==> src/rtl/id_exe_pkg.sv <==
// id_exe_pkg: shared definitions for the ID->EXE pipeline slot.
//   - default field widths
//   - bit positions of the side-effect control flags inside the 5-bit ctrl field
//   - width of the flat bundle that the slot carries through its skid buffer
package id_exe_pkg;

    localparam int WORD_W_DEF  = 32;
    localparam int RADDR_W_DEF = 5;
    localparam int CMD_W_DEF   = 4;
    localparam int INSTR_W_DEF = 16;
    localparam int CNT_W_DEF   = 8;

    localparam int CTRL_W = 5;

    // ctrl = {mem_r_en, mem_w_en, wb_en, br_taken, add_base}
    localparam int CTRL_MEM_R    = 4;
    localparam int CTRL_MEM_W    = 3;
    localparam int CTRL_WB       = 2;
    localparam int CTRL_BR       = 1;
    localparam int CTRL_ADD_BASE = 0;

    // Bundle layout, MSB first:
    // {ctrl, cmd, dest, src1, src2, cdest, val1, val2, st_val, pc, instr}
    function automatic int bundle_w(input int word_w, input int raddr_w,
                                    input int cmd_w,  input int instr_w);
        return CTRL_W + cmd_w + 4 * raddr_w + 4 * word_w + instr_w;
    endfunction

endpackage

==> src/rtl/pipe_skid_buf.sv <==
// pipe_skid_buf: two-entry valid/ready register slice on a flat W-bit bundle.
//   The main entry drives the output; the skid entry catches the one bundle
//   that can be accepted in the cycle the consumer stalls. in_ready_o comes
//   straight from a flop (!skid valid), so the upstream sees no combinational
//   path from out_ready_i.
// Ports:
//   clk, rst                 clock / async active-high reset
//   flush_i                  drop both entries at the next edge
//   in_valid_i/in_ready_o    producer handshake, in_data_i bundle
//   out_valid_o/out_ready_i  consumer handshake, out_data_o bundle (main entry)
module pipe_skid_buf #(
    parameter int W = 8
) (
    input  logic         clk,
    input  logic         rst,
    input  logic         flush_i,
    input  logic         in_valid_i,
    output logic         in_ready_o,
    input  logic [W-1:0] in_data_i,
    output logic         out_valid_o,
    input  logic         out_ready_i,
    output logic [W-1:0] out_data_o
);

    logic         main_vld_q, main_vld_d;
    logic         skid_vld_q, skid_vld_d;
    logic [W-1:0] main_q, main_d;
    logic [W-1:0] skid_q, skid_d;
    logic         accept, xfer;

    assign in_ready_o  = !skid_vld_q;
    assign out_valid_o = main_vld_q;
    assign out_data_o  = main_q;

    assign accept = in_valid_i & in_ready_o;
    assign xfer   = main_vld_q & out_ready_i;

    // The skid can only be full while main is full and stalled, and while it
    // is full in_ready is low, so accept and a skid drain never coincide.
    always_comb begin
        main_vld_d = main_vld_q;
        main_d     = main_q;
        skid_vld_d = skid_vld_q;
        skid_d     = skid_q;
        if (flush_i) begin
            main_vld_d = 1'b0;
            skid_vld_d = 1'b0;
        end else if (!main_vld_q || xfer) begin
            if (skid_vld_q) begin
                main_d     = skid_q;
                main_vld_d = 1'b1;
                skid_vld_d = 1'b0;
            end else begin
                main_vld_d = accept;
                if (accept) main_d = in_data_i;
            end
        end else if (accept) begin
            skid_d     = in_data_i;
            skid_vld_d = 1'b1;
        end
    end

    always_ff @(posedge clk or posedge rst) begin
        if (rst) begin
            main_vld_q <= 1'b0;
            skid_vld_q <= 1'b0;
            main_q     <= '0;
            skid_q     <= '0;
        end else begin
            main_vld_q <= main_vld_d;
            skid_vld_q <= skid_vld_d;
            main_q     <= main_d;
            skid_q     <= skid_d;
        end
    end

endmodule

==> src/rtl/id_exe_pipe_slot.sv <==
// id_exe_pipe_slot: ID->EXE pipeline boundary.
//   Packs the decoded bundle, runs it through a skid buffer, unpacks it for
//   EXE, forces side-effect controls low on bubbles and counts stalled cycles.
// Ports:
//   clk, rst               clock / async active-high reset
//   flush                  kill held bundles (hazard unit)
//   in_valid/in_ready      decode handshake; in_* bundle fields
//   out_valid/out_ready    EXE handshake; out_* registered bundle fields
//   stall_cnt              saturating count of cycles with out_valid & !out_ready
module id_exe_pipe_slot
    import id_exe_pkg::*;
#(
    parameter int WORD_W  = WORD_W_DEF,
    parameter int RADDR_W = RADDR_W_DEF,
    parameter int CMD_W   = CMD_W_DEF,
    parameter int INSTR_W = INSTR_W_DEF,
    parameter int CNT_W   = CNT_W_DEF
) (
    input  logic               clk,
    input  logic               rst,
    input  logic               flush,
    input  logic               in_valid,
    output logic               in_ready,
    input  logic [CTRL_W-1:0]  in_ctrl,
    input  logic [CMD_W-1:0]   in_cmd,
    input  logic [RADDR_W-1:0] in_dest,
    input  logic [RADDR_W-1:0] in_src1,
    input  logic [RADDR_W-1:0] in_src2,
    input  logic [RADDR_W-1:0] in_cdest,
    input  logic [WORD_W-1:0]  in_val1,
    input  logic [WORD_W-1:0]  in_val2,
    input  logic [WORD_W-1:0]  in_st_val,
    input  logic [WORD_W-1:0]  in_pc,
    input  logic [INSTR_W-1:0] in_instr,
    output logic               out_valid,
    input  logic               out_ready,
    output logic [CTRL_W-1:0]  out_ctrl,
    output logic [CMD_W-1:0]   out_cmd,
    output logic [RADDR_W-1:0] out_dest,
    output logic [RADDR_W-1:0] out_src1,
    output logic [RADDR_W-1:0] out_src2,
    output logic [RADDR_W-1:0] out_cdest,
    output logic [WORD_W-1:0]  out_val1,
    output logic [WORD_W-1:0]  out_val2,
    output logic [WORD_W-1:0]  out_st_val,
    output logic [WORD_W-1:0]  out_pc,
    output logic [INSTR_W-1:0] out_instr,
    output logic [CNT_W-1:0]   stall_cnt
);

    localparam int BW = bundle_w(WORD_W, RADDR_W, CMD_W, INSTR_W);

    logic [BW-1:0]     in_bundle, out_bundle;
    logic [CTRL_W-1:0] held_ctrl;

    assign in_bundle = {in_ctrl, in_cmd, in_dest, in_src1, in_src2, in_cdest,
                        in_val1, in_val2, in_st_val, in_pc, in_instr};

    pipe_skid_buf #(.W(BW)) u_skid (
        .clk         (clk),
        .rst         (rst),
        .flush_i     (flush),
        .in_valid_i  (in_valid),
        .in_ready_o  (in_ready),
        .in_data_i   (in_bundle),
        .out_valid_o (out_valid),
        .out_ready_i (out_ready),
        .out_data_o  (out_bundle)
    );

    assign {held_ctrl, out_cmd, out_dest, out_src1, out_src2, out_cdest,
            out_val1, out_val2, out_st_val, out_pc, out_instr} = out_bundle;

    // A bubble must never write memory, write back or redirect the PC.
    assign out_ctrl = held_ctrl & {CTRL_W{out_valid}};

    logic [CNT_W-1:0] stall_cnt_q, stall_cnt_d;

    always_comb begin
        stall_cnt_d = stall_cnt_q;
        if (out_valid && !out_ready && (stall_cnt_q != {CNT_W{1'b1}}))
            stall_cnt_d = stall_cnt_q + 1'b1;
    end

    always_ff @(posedge clk or posedge rst) begin
        if (rst) stall_cnt_q <= '0;
        else     stall_cnt_q <= stall_cnt_d;
    end

    assign stall_cnt = stall_cnt_q;

endmodule
==> config.mk <==
export PLATFORM = sky130hd
export DESIGN_NAME = id_exe_pipe_slot
export DESIGN_NICKNAME = d
export VERILOG_FILES = /design/src/rtl/id_exe_pkg.sv /design/src/rtl/pipe_skid_buf.sv /design/src/rtl/id_exe_pipe_slot.sv
export SDC_FILE = /design/constraint.sdc
export NUM_CORES = 1
export LEC_CHECK = 0
export ABC_AREA = 1
export CAP_MARGIN = 20
export CELL_PAD_IN_SITES_DETAIL_PLACEMENT = 1
export CELL_PAD_IN_SITES_GLOBAL_PLACEMENT = 2
export CORE_UTILIZATION = 29
export CTS_BUF_LIST = sky130_fd_sc_hd__clkbuf_8 sky130_fd_sc_hd__clkbuf_16
export DETAILED_ROUTE_END_ITERATION = 16
export PLACE_DENSITY = 0.89
export SYNTH_ARGS = -nofsm -noshare
export SYNTH_HDL_FRONTEND = slang
export SYNTH_HIERARCHICAL = 1
export SYNTH_SLANG_ARGS = --single-unit
==> constraint.sdc <==
create_clock -name clk -period 15.4 [get_ports clk]
set_input_delay 1.54 -clock clk [delete_from_list [all_inputs] [get_ports clk]]
set_output_delay 1.54 -clock clk [all_outputs]
set_load 0.05 [all_outputs]
After elaboration in Yosys (flattened, before gate mapping)

Index checks and enable logic that the tools add are counted.

Bits of input ports: 178
Flip-flop bits (word level): 356

Bitwise gates (word level): 5
$add $sub $neg: 1
Reductions and logical operators: 11
Equality and inequality tests: 1
Muxes and demuxes: 8

Operators with widths:

| operator                                                      | count |
|---|---|
| 173-bit 2-to-1 mux                                            | 2 |
| 8-bit by 1-bit adder with 8-bit output, second input constant | 1 |
| 8-bit inequality test, second input constant                  | 1 |
| 1-bit 2-to-1 mux                                              | 6 |
| 3-bit AND reduction                                           | 2 |
| 5-bit bitwise AND                                             | 1 |
| 2-bit nonzero test                                            | 2 |
| 1-bit logical NOT                                             | 3 |
| 3-bit nonzero test                                            | 1 |
| 1-bit bitwise AND                                             | 2 |
| 1-bit logical AND                                             | 2 |
| 1-bit inverter                                                | 2 |
| 1-bit logical OR                                              | 1 |

Longest topological paths before layout

Gate-level depths: netlist of run 1.

Word-level depth: 5
Mapped depth: 8
Gate-level depth less buffers: 8

Modules after synthesis

The synthesis of run 1 kept the hierarchy.

Modules (own cells, without submodules):

| module           | cells an instance | area an instance (um^2) | instances |
|---|---|---|---|
| pipe_skid_buf    | 2075              | 15815.2                 | 1 |
| id_exe_pipe_slot | 77                | 550.5                   | 1 |

Worst setup path before layout of run 1

OpenSTA, ideal clock, no wires.

Path type: register to output
From: reg u_skid.main_vld_q, in the netlist u_skid/out_valid_o
To: out out_ctrl[0]
Data required time: 13.860 ns
Arrival time: 1.149 ns
Setup slack: 12.711 ns
Buffers on the path: 0
Stages on the path, launching flop included: 3
Cell sequence: dfrtp_1 nand2_1 inv_1

Longest elaborated chain between the ends: 1

Ends and longest elaborated chain:

| element                  | RTL line               | source |
|---|---|---|
| start: declaration       | pipe_skid_buf.sv:25    | `logic main_vld_q, main_vld_d;` |
| start signal: assignment | pipe_skid_buf.sv:70    | `main_vld_q <= main_vld_d;` |
| 5-bit bitwise AND        | id_exe_pipe_slot.sv:75 | `assign out_ctrl = held_ctrl & {CTRL_W{out_valid}};` |
| end: declaration         | id_exe_pipe_slot.sv:37 | `output logic [CTRL_W-1:0] out_ctrl,` |

Every way passes these cells.

Final worst setup path of run 1

From: reg u_skid.skid_vld_q
To: out in_ready

Longest elaborated chain between the ends: 1

Ends and longest elaborated chain:

| element                  | RTL line               | source |
|---|---|---|
| start: declaration       | pipe_skid_buf.sv:26    | `logic skid_vld_q, skid_vld_d;` |
| start signal: assignment | pipe_skid_buf.sv:71    | `skid_vld_q <= skid_vld_d;` |
| 1-bit logical NOT        | pipe_skid_buf.sv:31    | `assign in_ready_o = !skid_vld_q;` |
| end: declaration         | id_exe_pipe_slot.sv:23 | `output logic in_ready,` |

Every way passes these cells.

==> results of run 1 <==
[registers in the layout (all words and copies together), names as in the netlist]
register / count
u_skid/skid_vld_q: 1
u_skid/out_data_o: 173
stall_cnt: 8
u_skid/out_valid_o: 1
u_skid/skid_q: 173
[report_power, final]
part	internal, mW	switching [mW]	total (mW)
registers	1.13	0.123	1.25
logic	0.264	0.528	0.792
clock network	0.581	0.409	0.989
[critical path: cells and delay by family (launching register included)]
| family | cells | cell delay (ns) |
|---|---|---|
| buffers and inverters | 3 | 2.22 |
| DFF | 1 | 0.64 |
[metal layers]
layer / vias up / routed length [µm]
li1: 7250 / -
met1: 7619 / 26380
met2: 337 / 27380
met3: 90 / 3587
met4: 14 / 1163
met5: - / 96
[cell usage in the layout (no fill, tap or decap), types with 2 or more instances in the layout]
cell | Yosys | final
buf_4 | 2 | 18
nand2_1 | 1242 | 1242
dfrtp_1 | 356 | 355
xnor2_1 | 2 | 2
nand3_1 | 354 | 351
inv_1 | 19 | 25
nand2_2 | 2 | 2
clkbuf_8 | 0 | 12
inv_6 | 1 | 3
nand3_4 | 0 | 3
clkdlybuf4s50_1 | 0 | 360
clkbuf_16 | 0 | 43
clkinv_2 | 0 | 10
nor2_4 | 1 | 4
nor2_1 | 10 | 7
[area by class of cell]
type,count,share of cell area
Clock inverter,20,0.005646
Sequential cell,356,0.4104
Clock buffer,55,0.05715
Tap cell,748,0.04309
Multi-Input combinational cell,1621,0.3069
Timing Repair Buffer,378,0.1721
Inverter,22,0.004609
Antenna cell,1,0.0001152
[through the flow]
stage	hold WS [ns]	instance area, µm²	setup WS, ns	cells	power (mW)
floorplan	0.4417	16370	4.210	2152	1.742
global placement	0.4530	20350	10.41	3125	2.038
detailed placement	0.4583	20350	10.37	3125	2.062
CTS	0.4728	21720	10.30	3200	3.073
global route	0.4808	21720	10.15	3201	3.187
finish	0.4695	21720	10.35	3201	3.032
[synthesized netlist by cell type]
library cell / instances
nor3_1: 1
nand2_8: 1
inv_2: 2
buf_2: 146
nand2_2: 2
nor2_2: 1
clkbuf_1: 5
inv_6: 1
nor2_1: 10
inv_1: 19
o21ai_2: 1
buf_4: 2
dfrtp_1: 356
xnor2_1: 2
a21o_1: 1
nand3_1: 354
nand3_2: 1
nand4_1: 1
ha_1: 1
nand2_4: 1
nand2_1: 1242
a21oi_1: 1
nor2_4: 1
[worst max-delay path by stage]
stage                       from                   end  slack (ns)  depth (start not counted)
2_1_floorplan                rst  u_skid/out_data_o[0]        4.21                          1
3_3_place_gp           out_ready    u_skid/skid_q[119]       10.41                          8
3_5_place_dp           out_ready    u_skid/skid_q[126]       10.37                          8
4_1_cts        u_skid/skid_vld_q              in_ready       10.30                          3
5_1_grt        u_skid/skid_vld_q              in_ready       10.15                          3
6_report       u_skid/skid_vld_q              in_ready       10.35                          3
[cells by family (layout without fill, tap and decap cells)]
logic type	after synthesis	count (layout)	share of synthesized area
buf+inv	175	475	0.05206
other cells	0	1	0
fa+ha+maj	1	1	0.0007644
flops	356	356	0.5443
simple gates	1615	1615	0.4005
compound gates	3	3	0.001300
xor+xnor	2	2	0.001071
==> out/results.txt, run 1 <==
status = completed
Area Overhead vs Synth = 32.71%
skew final = 0.01214 ns
CTS H-tree lvls = 2
# hold bufs at CTS = 0
reg2reg setup slack = 10.79 ns
grt peak-use layer = met2
TritonCTS Buffers = 42
met2 Use GR = 0.3330
DRC viols = 0
Tcrit/Tclk final = 0.3278
CTS sink count = 356
final WL = 58600 µm
crit-path cells = buf_4 -> inv_6 -> clkdlybuf4s50_1
WHS Path Cells = 2
pins over their slew limit = 0
Mapped Avg Cell Area = 7.605 µm²
CP max stage cell = clkdlybuf4s50_1
post-DP HPWL = 35150 µm
# IOs = 361
first-pass GRT wire length = 92180 µm
GR Util met1 = 0.2697
core footprint = 0.05542 mm²
Critical Path RT = 13.86 ns
met3 Resource Use GR = 0.05048
Worst setup EP type = output pin
largest stage delay on the critical path = 0.96 ns
Hold Path Class = flip-flop to flip-flop
syn nets = 2331
Worst-path clk slew = 0.06 ns
crit path kind = flip-flop to output pin
Arr. time, crit path = 3.51 ns
CTS tree = built
Placement Rows = 86
crit start category = flip-flop
global placement routability congestion = 0.8004
worst slew pin tran = 1.075 ns
largest area contributor in the netlist = dfrtp_1
post-route antenna net violation count = 0
worst-case reg-to-reg path depth = 8
final setup vio count = 0
initial antenna violation count = 10
sequential fraction of the synthesis area = 0.5443
Area contributors post-synth = dfrtp_1 54%, nand2_1 28%, nand3_1 11%
layout cell share with drive strength beyond 1 = 0.04282
clock root cell = clkbuf_16
hold wc startpoint = u_skid/skid_q[132]
Fmax = 0.1981 GHz
slew margin rel. = 0.2831
vias in the first global route = 16220
GRT Util Overall = 0.2040
total grt overflow = 0
Yosys top cell area share = 0.5443
Synth Register Bits = 356
Netlist cell types = 23
Max-Cap Viols = 0
Detailed Routing Iterations Pass 1 = 6
final hold vios = 0
Synth Instances = 2152
YS warnings = 6
setup TNS = 0 ns
vias per inst = 4.783
Leak = 11.27 nW
port bufs = 360
die area = 0.05739 mm²
Peak VDD IR = 0.06887 mV
Routed wire per std cell = 18.31 µm
largest net degree at the start of global routing = 139
filler instances = 6644
CTS Buffer Depth = 3
final net count = 2600
chip height = 239.6 µm
PD cells = 139.6 mW/mm²
Post-CTS Setup Bufs = 0
Clk Latency, worst-skew pair = 0.55 ns
vias = 15310
final core occ = 0.3919
RSZ-0062 raised after global routing = no
register area = 0.008912 mm²
number of DRC markers in iteration 0 = 876
worst reg2reg path endpoint = u_skid/out_data_o[7]
synthesized area = 0.01637 mm²
starting density of the core = 0.2953
crit path time final = 5.049 ns
maximum fanout along the worst path = 101
Hold Path End = u_skid/skid_q[132]
area of the multi-input gates = 0.006665 mm²
post-cts sizing count = 0
worst reg2reg startpoint = u_skid/skid_vld_q
Die W = 239.6 µm
No activity file was read; power rests on OpenSTA's default activity.
==> run 2, diff against run 1 <==
Settings changed: CORE_UTILIZATION 29 to 26, PLACE_DENSITY 0.89 to 0.85.
Clock period 15.4 ns to 4.3 ns, I/O delays scaled along.
==> run 2 against run 1 <==
  * Sequential cell count unchanged
  * Die area grew 11%
  * Utilization fell by 3.6 points
  * First-iteration DRC count down 9.1%
  * Final cell count is 3.4% higher
  * Via count rose by 0.95%
  * Clock power rose to 3.5 times the previous value
  * Sequential share of layout area fell by 0.60 points
  * Critical path type unchanged
==> out/results.txt, run 2 (synthesis gave the netlist of run 1 again) <==
status = completed
final net count = 2614 (+0.54%)
# IOs = 361 (unchanged)
maximum fanout along the worst path = 38 (-62%)
TritonCTS Buffers = 44 (+4.8%)
GRT Util Overall = 0.1894 (-0.01462)
core footprint = 0.06194 mm² (+12%)
largest stage delay on the critical path = 0.87 ns (-0.09 ns)
total grt overflow = 0 (unchanged)
CTS sink count = 356 (unchanged)
port bufs = 360 (unchanged)
CP max stage cell = clkdlybuf4s50_1
Leak = 11.37 nW (+0.92%)
skew final = 0.01602 ns (+0.003887 ns)
final setup vio count = 0 (unchanged)
slew margin rel. = 0.2863 (+0.003172)
post-DP HPWL = 37310 µm (+6.2%)
Post-CTS Setup Bufs = 0 (unchanged)
vias per inst = 4.671 (-2.3%)
chip height = 252.9 µm (+5.6%)
pins over their slew limit = 0 (unchanged)
Internal Power = 7.033 mW (+260%)
Detailed Routing Iterations Pass 1 = 5 (-1)
global placement routability congestion = 0.7725 (-3.5%)
Tcrit/Tclk final = 0.6744
Worst-path clk slew = 0.06 ns (about the same)
post-route antenna net violation count = 0 (unchanged)
area of the multi-input gates = 0.006665 mm² (unchanged)
crit path time final = 2.900 ns
register area = 0.008912 mm² (unchanged)
Peak VDD IR = 0.2726 mV (+300%)
clock root cell = clkbuf_16
vias = 15460 (+0.95%)
Total Power = 10.86 mW (+260%)
filler instances = 7470 (+12%)
final core occ = 0.3559 (-0.03607)
largest net degree at the start of global routing = 174 (+25%)
vias in the first global route = 16820 (+3.7%)
crit path kind = flip-flop to output pin
CTS tree = built
Logic pwr share = 0.264 (+0.003)
switching pwr = 3.826 mW (+260%)
layout cell share with drive strength beyond 1 = 0.04584 (+0.003020)
Critical Path RT = 3.87 ns (-9.99 ns)
Net Sw Frac = 0.3524 (+0.002666)
Placement Rows = 91 (+5.8%)
starting density of the core = 0.2642 (-0.03111)
worst slew pin tran = 1.071 ns (-0.004757 ns)
final WL = 59780 µm (+2.0%)
CTS Buffer Depth = 3 (unchanged)
commonest non-fill, non-tap cell in the layout = nand2_1
Fmax = 0.3448 GHz
Area Overhead vs Synth = 34.68%
clock share of power = 0.323 (-0.003)
part of the power in registers = 0.412 (about the same)
CTS H-tree lvls = 2 (unchanged)
Crit path buffers/inverters = 2 (-1)
post-cts sizing count = 0 (unchanged)
number of DRC markers in iteration 0 = 796 (-9.1%)
die area = 0.06395 mm² (+11%)
initial antenna violation count = 14 (+4)
Max-Cap Viols = 0 (unchanged)
RSZ-0062 raised after global routing = no
PD cells = 492.7 mW/mm² (+250%)
first-pass GRT wire length = 95610 µm (+3.7%)
Worst setup EP type = output pin
Clk Latency, worst-skew pair = 0.56 ns (about the same)
crit-path cells = inv_6 -> clkdlybuf4s50_1
Arr. time, crit path = 2.47 ns (-1.04 ns)
crit start category = flip-flop
commonest cells after routing, fill and taps aside = 1242 x nand2_1, 360 x clkdlybuf4s50_1, 355 x dfrtp_1
Routed wire per std cell = 18.07 µm (-1.3%)
largest delay contributor family on the critical path = buffers and inverters
final hold vios = 0 (unchanged)
Die W = 252.9 µm (+5.6%)
Hold Path Class = input port to async pin
# hold bufs at CTS = 0 (unchanged)
DRC viols = 0 (unchanged)
-- run 2: cell count changes in the layout (fill, tap and decap cells not counted), sizes merged, moves of 2 or more --
cell,change
buf,+12
clkbuf,-2
clkinv,-3
diode,+6
inv,+6
-- run 2: layer usage --
metal | vias up | part of all wire | GRT usage
li1 | 7308 | - | -
met1 | 7740 | 0.45 | 0.2438
met2 | 316 | 0.47 | 0.3151
met3 | 80 | 0.062 | 0.04934
met4 | 12 | 0.017 | 0.04571
met5 | - | 0.0013 | 0
-- run 2: power groups by stage --
stage                     Clock, mW  Combinational (mW)  Sequential (mW)
after global routing           3.77                3.12             4.56
after floorplan                   0               0.880             5.36
after global placement            0                2.83             4.50
final                          3.51                2.87             4.48
after detailed placement          0                2.91             4.52
after CTS                      3.65                2.92             4.48
-- run 2: per-stage QoR --
step / instances / area [µm²] / hold WS (ns) / TNS, ns / setup WS (ns)
2_1_floorplan: 2152 / 16370 / 0.2457 / -274.38 / -0.7884
3_3_place_gp: 3226 / 20660 / 0.4529 / 0 / 1.529
3_5_place_dp: 3226 / 20660 / 0.4584 / 0 / 1.486
4_1_cts: 3302 / 22020 / 0.2003 / 0 / 1.333
5_1_grt: 3304 / 22030 / 0.2438 / 0 / 1.299
6_report: 3309 / 22040 / 0.2332 / 0 / 1.400
-- run 2: worst paths after layout --
kind / start / endpoint / slack [ns] / depth (start not counted)
min reg2reg: u_skid/skid_q[7] / u_skid/skid_q[7] / 0.47 / 2
max reg2reg: u_skid/skid_vld_q / u_skid/out_data_o[37] / 1.68 / 6
max in group asynchronous: rst / u_skid/skid_q[36] / 2.82 / 3
max: u_skid/skid_vld_q / in_ready / 1.40 / 2
min in group clk: in_pc[1] / u_skid/skid_q[17] / 0.45 / 3
min: rst / stall_cnt[2] / 0.23 / 2
-- run 2: area by class of cell --
class / instances / share of cell area
Timing Repair Buffer: 390 / 0.1788
Multi-Input combinational cell: 1621 / 0.3024
Sequential cell: 356 / 0.4043
Clock inverter: 23 / 0.005677
Tap cell: 837 / 0.04751
Inverter: 22 / 0.004371
Clock buffer: 53 / 0.05609
Antenna cell: 7 / 0.0007947
